## src/rtl/activation_pipe.sv

```systemverilog
// Two-stage activation pipeline: per-channel arithmetic scale, pass/ReLU/leaky activation,
// saturation to OUT_W bits, valid/ready flow control and a sticky saturation event counter.
module activation_pipe #(
    parameter int N_CH    = 4,
    parameter int IN_W    = 12,
    parameter int OUT_W   = 5,
    parameter int SHIFT   = 3,
    parameter int LEAK_SH = 2,
    parameter int CNT_W   = 16
) (
    input  logic                    clk_i,
    input  logic                    rst_n_i,
    input  logic                    in_valid_i,
    output logic                    in_ready_o,
    input  logic [N_CH*IN_W-1:0]    in_data_i,
    input  logic [1:0]              in_mode_i,
    output logic                    out_valid_o,
    input  logic                    out_ready_i,
    output logic [N_CH*OUT_W-1:0]   out_data_o,
    output logic                    out_sat_o,
    input  logic                    sat_clr_i,
    output logic [CNT_W-1:0]        sat_cnt_o
);

    localparam int S_W = IN_W - SHIFT;

    logic                    s1_valid_q;
    logic [N_CH*S_W-1:0]     s1_data_q, s1_data_d;
    logic [1:0]              s1_mode_q;
    logic                    s2_valid_q;
    logic [N_CH*OUT_W-1:0]   out_data_q, out_data_d;
    logic                    out_sat_q, out_sat_d;
    logic [CNT_W-1:0]        sat_cnt_q, sat_cnt_d;
    logic [N_CH-1:0][OUT_W:0] act_res;
    logic [N_CH*SHIFT-1:0]   unused_lsbs;

    logic s1_en, s2_en, out_xfer;

    assign s2_en      = !s2_valid_q || out_ready_i;
    assign s1_en      = !s1_valid_q || s2_en;
    assign in_ready_o = s1_en && rst_n_i;
    assign out_xfer   = s2_valid_q && out_ready_i;

    // {sat, value}: activation on the scaled sample, then clamp to the OUT_W signed range
    function automatic logic [OUT_W:0] act_sat(input logic [S_W-1:0] s, input logic [1:0] mode);
        logic [S_W-1:0]   y;
        logic             ovf;
        logic [OUT_W-1:0] q;
        y = s;
        case (mode)
            2'b00: y = s;
            2'b10: begin
                if (s[S_W-1]) y = $signed(s) >>> LEAK_SH;
                else          y = s;
            end
            default: begin
                if (s[S_W-1]) y = '0;
                else          y = s;
            end
        endcase
        ovf = (y[S_W-1:OUT_W-1] != {(S_W-OUT_W+1){y[S_W-1]}});
        if (ovf) q = y[S_W-1] ? {1'b1, {(OUT_W-1){1'b0}}} : {1'b0, {(OUT_W-1){1'b1}}};
        else     q = y[OUT_W-1:0];
        return {ovf, q};
    endfunction

    // Dropping the low SHIFT bits is exactly a flooring arithmetic shift.
    always_comb begin
        s1_data_d   = '0;
        unused_lsbs = '0;
        for (int c = 0; c < N_CH; c++) begin
            s1_data_d[c*S_W +: S_W]     = in_data_i[c*IN_W+SHIFT +: S_W];
            unused_lsbs[c*SHIFT +: SHIFT] = in_data_i[c*IN_W +: SHIFT];
        end
    end

    always_comb begin
        act_res    = '0;
        out_data_d = '0;
        out_sat_d  = 1'b0;
        for (int c = 0; c < N_CH; c++) begin
            act_res[c] = act_sat(s1_data_q[c*S_W +: S_W], s1_mode_q);
            out_data_d[c*OUT_W +: OUT_W] = act_res[c][OUT_W-1:0];
            out_sat_d = out_sat_d | act_res[c][OUT_W];
        end
    end

    always_comb begin
        sat_cnt_d = sat_cnt_q;
        if (sat_clr_i)
            sat_cnt_d = '0;
        else if (out_xfer && out_sat_q && !(&sat_cnt_q))
            sat_cnt_d = sat_cnt_q + 1'b1;
    end

    always_ff @(posedge clk_i or negedge rst_n_i) begin
        if (!rst_n_i) begin
            s1_valid_q <= 1'b0;
            s1_data_q  <= '0;
            s1_mode_q  <= 2'b00;
            s2_valid_q <= 1'b0;
            out_data_q <= '0;
            out_sat_q  <= 1'b0;
            sat_cnt_q  <= '0;
        end else begin
            if (s1_en)
                s1_valid_q <= in_valid_i;
            if (s1_en && in_valid_i) begin
                s1_data_q <= s1_data_d;
                s1_mode_q <= in_mode_i;
            end
            if (s2_en)
                s2_valid_q <= s1_valid_q;
            if (s2_en && s1_valid_q) begin
                out_data_q <= out_data_d;
                out_sat_q  <= out_sat_d;
            end
            sat_cnt_q <= sat_cnt_d;
        end
    end

    assign out_valid_o = s2_valid_q;
    assign out_data_o  = out_data_q;
    assign out_sat_o   = out_sat_q;
    assign sat_cnt_o   = sat_cnt_q;

endmodule

```

## config.mk

```make
export PLATFORM = sky130hd
export DESIGN_NAME = activation_pipe
export DESIGN_NICKNAME = d
export VERILOG_FILES = /design/src/rtl/activation_pipe.sv
export SDC_FILE = /design/constraint.sdc
export NUM_CORES = 1
export LEC_CHECK = 0
export BUFFER_PORTS_ARGS = -buffer_cell sky130_fd_sc_hd__buf_2
export CAP_MARGIN = 20
export CORE_ASPECT_RATIO = 1.1
export CORE_UTILIZATION = 40
export DETAILED_ROUTE_END_ITERATION = 8
export PLACE_DENSITY = 0.71
export SLEW_MARGIN = 20
export SYNTH_ARGS = -nofsm -noshare
export SYNTH_HDL_FRONTEND = slang
export SYNTH_SLANG_ARGS = --single-unit
```

## constraint.sdc

```tcl
create_clock -name clk_i -period 3 [get_ports clk_i]
set_clock_uncertainty 0.2 [all_clocks]
set_input_delay 0.6 -clock clk_i [delete_from_list [all_inputs] [get_ports clk_i]]
set_output_delay 0.6 -clock clk_i [all_outputs]
set_load 0.01 [all_outputs]
```

Yosys cells after proc, flatten, opt, wreduce, memory -nomap -nowiden --
Cells that the tools add are included.
Word-level totals: word-level logic and storage cells 52, bits in registers 77
Cells by class: bitwise operators 3, equality and inequality tests 5, add/subtract/negate cells 1, mux-type cells 22, reductions and logical operators 14
Operator list (count):
- $pmux 9 s2 | 4
- $mux 5 | 8
- $mux 9 | 4
- $mux 16 | 2
- $mux 8 | 4
- $add 16x1->16 const B | 1
- $ne 4x4->1 | 4
- $reduce_and 16->1 | 1
- $logic_and 1x1->1 | 6
- $logic_not 1->1 | 3
- $or 1x1->1 | 3
- $eq 2x2->1 const B | 1
- $logic_not 2->1 | 1
- $logic_or 1x1->1 | 2
- $reduce_bool 2->1 | 1

Depth between registers and ports, before layout --
word-level depth 6, mapped depth 7, depth with buffers taken out 5

Worst setup path before layout --
No wires, ideal clock.
path kind input -> register, start point input port out_ready_i, end point register s1_data_q[15], library setup time 0.125 ns, stages on the path 5, slack 0.897 ns, data arrival time 1.778 ns, cells stage by stage nand3b_1 > nand2_1 > clkbuf_1 > buf_2 > mux2_2
Between the ends: cells in the longest elaborated chain, start to end 3
RTL lines:
- start: declaration | line 18 | input logic out_ready_i,
- $logic_or 1x1->1 | line 39 | assign s2_en = !s2_valid_q || out_ready_i;
- $logic_or 1x1->1 | line 40 | assign s1_en = !s1_valid_q || s2_en;
- $logic_and 1x1->1 | line 108 | if (s1_en && in_valid_i) begin
- end signal: assignment | line 109 | s1_data_q <= s1_data_d;
- end: declaration | line 28 | logic [N_CH*S_W-1:0] s1_data_q, s1_data_d;
No other way between the ends. A chain may end at the register's enable or synchronous reset.

Worst setup path after layout --
start point register s1_mode_q[1], end point register out_data_q[18] (netlist: out_data_o[18])
Between the ends: cells in the longest elaborated chain, start to end 4, elaborated cells between the ends (all ways) 6, those cells by class eq/ne: 2; mux: 3; reduce/logical: 1
RTL lines:
- start: declaration | line 29 | logic [1:0] s1_mode_q;
- start signal: assignment | line 110 | s1_mode_q <= in_mode_i;
- $eq 2x2->1 or $logic_not 2->1 (tied branches) | line 50 | case (mode)
- $pmux 9 s2 * | line 50
- $ne 4x4->1 or $mux 5 (tied branches) | line 61, 62
- $mux 5 * | line 62 | if (ovf) q = y[S_W-1] ? {1'b1, {(OUT_W-1){1'b0}}} : {1'b0, {(OUT_W-1){1'b1}}};
- end signal: assignment | line 115 | out_data_q <= out_data_d;
- end: declaration | line 31 | logic [N_CH*OUT_W-1:0] out_data_q, out_data_d;
Every way passes the cells marked *; elsewhere a longest branch is shown, timed or not.

==> impl_metrics.env <==
export IMPL_yosys_warnings=0
export IMPL_worst_hold_slack_ns=0.269
export IMPL_place_area_um2=4430
export IMPL_design_area_um2=4610
export IMPL_ant_nets=0
export IMPL_timing_rr_start="s1_mode_q[1]"
export IMPL_final_util_pct=48.8
export IMPL_synth_area_um2=3920
export IMPL_cts_clk_slew_worst_paths_ns=0.08
export IMPL_hp_class="input port to flop"
export IMPL_synth_edf_count=0
export IMPL_cts_sinks=77
export IMPL_n_antenna_cell=0
export IMPL_period_minus_slack_ns=2.36
export IMPL_synthCells=379
export IMPL_drive_gt1_share_pct=33.7
export IMPL_critical_path_required_ns=3.05
export IMPL_syn_mean_instance_area_um2=10.3
export IMPL_fmax_mhz=424
export IMPL_fill_cells=950
export IMPL_fin_setup_tns_ns=0
export IMPL_wl_per_cell_um=15.4
export IMPL_holdPathStages=2
export IMPL_htree_levels=3
export IMPL_worstReg2RegEnd="out_data_o[18]"
export IMPL_worstSetupEndpoint="out_data_o[18]"
export IMPL_ys_flop_type="dfrtp_1"
export IMPL_track_usage_pct=18.4
export IMPL_cts_root_buf="clkbuf_8"
export IMPL_drt_iter0_drc=122
export IMPL_drc=0
export IMPL_hold_viol=0
export IMPL_crit_start="s1_mode_q[1]"
export IMPL_ctsResizeCount=0
export IMPL_finalSetupViolations=0
export IMPL_grt_pass1_vias=3103
export IMPL_yosys_area_top_type_share_pct=49.1
export IMPL_synth_area_leaders="dfrtp_1, mux2_2, nand2b_1"
export IMPL_slew_headroom_pct=34.7
export IMPL_rrSetupSlack_ns=0.64
export IMPL_ff2ff_path_depth=4
export IMPL_first_pass_iters=4
export IMPL_cp_arrival_ns=2.41
export IMPL_min_period_over_period_pct=78.7
export IMPL_grt_max_degree=78
export IMPL_routed_wl_um=8880
export IMPL_grt_pass1_wl_um=14600
export IMPL_cts_setup_buffers=0
export IMPL_cpMaxStageDelayCell="nor4b_1"
export IMPL_clock_latency_ns=0.34
export IMPL_dp_hpwl_um=6380
export IMPL_fp_row_count=37
export IMPL_crit_type="flop to flop"
export IMPL_finalWeightedCongestion=0.867
export IMPL_ioPinCount=94
export IMPL_via_per_inst=5.60
export IMPL_overflow=0
export IMPL_cts_tree="built"
export IMPL_antenna_found_initial=0
export IMPL_dp_cells=562
export IMPL_clockBufferDepth=2
export IMPL_die_w_um=96.4
export IMPL_fin_cells=577
export IMPL_yosysTopAreaCell="dfrtp_1"
export IMPL_async_flop_share_pct=100
export IMPL_synth_seq_cells=77
export IMPL_numCtsBuffers=9
export IMPL_tightest_slew_ns=0.979
export IMPL_fp_dieH_um=106
export IMPL_core_area_um2=9440
export IMPL_ys_seq_area_share_pct=49.1
export IMPL_end_kind="flop"
export IMPL_p_per_area_nw_per_um2=582
export IMPL_ctsHoldBuffers=0
export IMPL_p_leak_nw=2.01
export IMPL_dieArea_um2=10200
export IMPL_slew_viol_final=0
export IMPL_synthDistinctLibCells=50
export IMPL_startpoint_type="flop"
export IMPL_crit_chain="buf_4, nor4b_1, a2111oi_0, o31ai_1"
export IMPL_start_util_pct=41.5
export IMPL_syn2layout_area_growth_pct=17.5
export IMPL_numPortBuffers=81
export IMPL_cap_violations=0
export IMPL_vias=3234
export IMPL_path_max_fanout=20
export IMPL_mappedNetlistNets=435
export IMPL_rsz0062_at_grt="false"
export IMPL_layout_nets=512
export IMPL_status="completed"
export IMPL_ir_drop_mv=0.339
export IMPL_critPathMaxStageDelay_ns=0.80
through the flow:
step	setup slack [ns]	power [mW]
after global placement	0.760	1.96
after detailed placement	0.692	2.00
after CTS	0.665	2.71
final	0.639	2.68
after global routing	0.511	2.85
after floorplan	0.897	1.74
flip-flops by register name, summed over array words and instances (netlist names):
signal,count
out_data_o,20
out_valid_o,1
s1_mode_q,2
s1_valid_q,1
sat_cnt_o,16
s1_data_q,36
out_sat_o,1
where the power goes:
group	internal, mW	switching (mW)
logic	0.293	0.320
clock network	0.320	0.388
registers	1.20	0.162
total	1.81	0.870
Yosys cell counts (4+ instances only):
master / count
dfrtp_1: 77
buf_2: 7
nor2b_1: 9
nor2_1: 11
nand3_1: 19
nand4_1: 6
nand2b_1: 29
o211ai_1: 6
nor4_1: 5
o311ai_0: 4
a21oi_1: 33
a2111oi_0: 9
nor3_1: 4
o21ai_0: 10
nand2_1: 32
o31ai_1: 6
clkbuf_1: 13
or3_1: 4
inv_1: 8
mux2_2: 46
worst min-delay path by stage:
stage	from	to
floorplan	rst_n_i	out_data_o[0]
global placement	out_data_o[19]	out_data_o[19]
detailed placement	out_data_o[1]	out_data_o[1]
CTS	in_valid_i	s1_valid_q
global route	in_mode_i[1]	s1_mode_q[1]
finish	in_valid_i	s1_valid_q
cell families (layout without fill, tap and decap cells):
family	count (synthesis)	after routing	synth area share [%]
multiplexers	48	48	13.7
buffers and inverters	29	110	3.00
AO/OA/AOI/OAI	91	91	15.6
AND/OR/NAND/NOR	133	133	18.3
adder cells (fa/ha/maj)	1	1	0.319
flip-flops	77	77	49.1
final cells by class:
cell class / instances / area [um2] / share of cell area [%]
clock buffers: 10 / 138 / 2.99
inverters: 8 / 30.0 / 0.652
clock inverters: 5 / 36.3 / 0.788
well taps: 117 / 146 / 3.18
multi-input cells: 273 / 1880 / 40.7
repair buffers: 87 / 453 / 9.83
flip-flops and latches: 77 / 1930 / 41.8
critical path: cells and delay by family (launching register included):
| family | cells | cell delay, ns |
|---|---|---|
| buf+inv | 1 | 0.27 |
| flops | 1 | 0.54 |
| simple gates | 1 | 0.80 |
| compound gates | 2 | 0.46 |
placed cells by master, fill, tap and decap left out, types with 3 or more instances in the layout:
master | synthesis | routed
buf_2 | 7 | 80
dfrtp_1 | 77 | 77
mux2_2 | 46 | 46
a21oi_1 | 33 | 33
nand2_1 | 32 | 32
nand2b_1 | 29 | 29
nand3_1 | 19 | 19
nor2_1 | 11 | 11
o21ai_0 | 10 | 10
clkbuf_8 | 0 | 10
a2111oi_0 | 9 | 9
nor2b_1 | 9 | 9
inv_1 | 8 | 8
buf_4 | 0 | 7
nand4_1 | 6 | 6
o31ai_1 | 6 | 6
o211ai_1 | 6 | 6
nor4_1 | 5 | 5
or3_1 | 4 | 4
nor3_1 | 4 | 4
o311ai_0 | 4 | 4
and2_1 | 3 | 3
a31oi_1 | 3 | 3
a211o_1 | 3 | 3
clkinvlp_4 | 0 | 3
per-layer routing:
metal / track usage (%) / vias to the layer above / wire [um]
met1: 23.8 / 1575 / 3910
met5: 0 / - / 0
met3: 3.90 / 13 / 430
met2: 29.9 / 104 / 4400
met4: 6.83 / 0 / 149
li1: - / 1542 / -
Power figures use the tool's default switching activity.
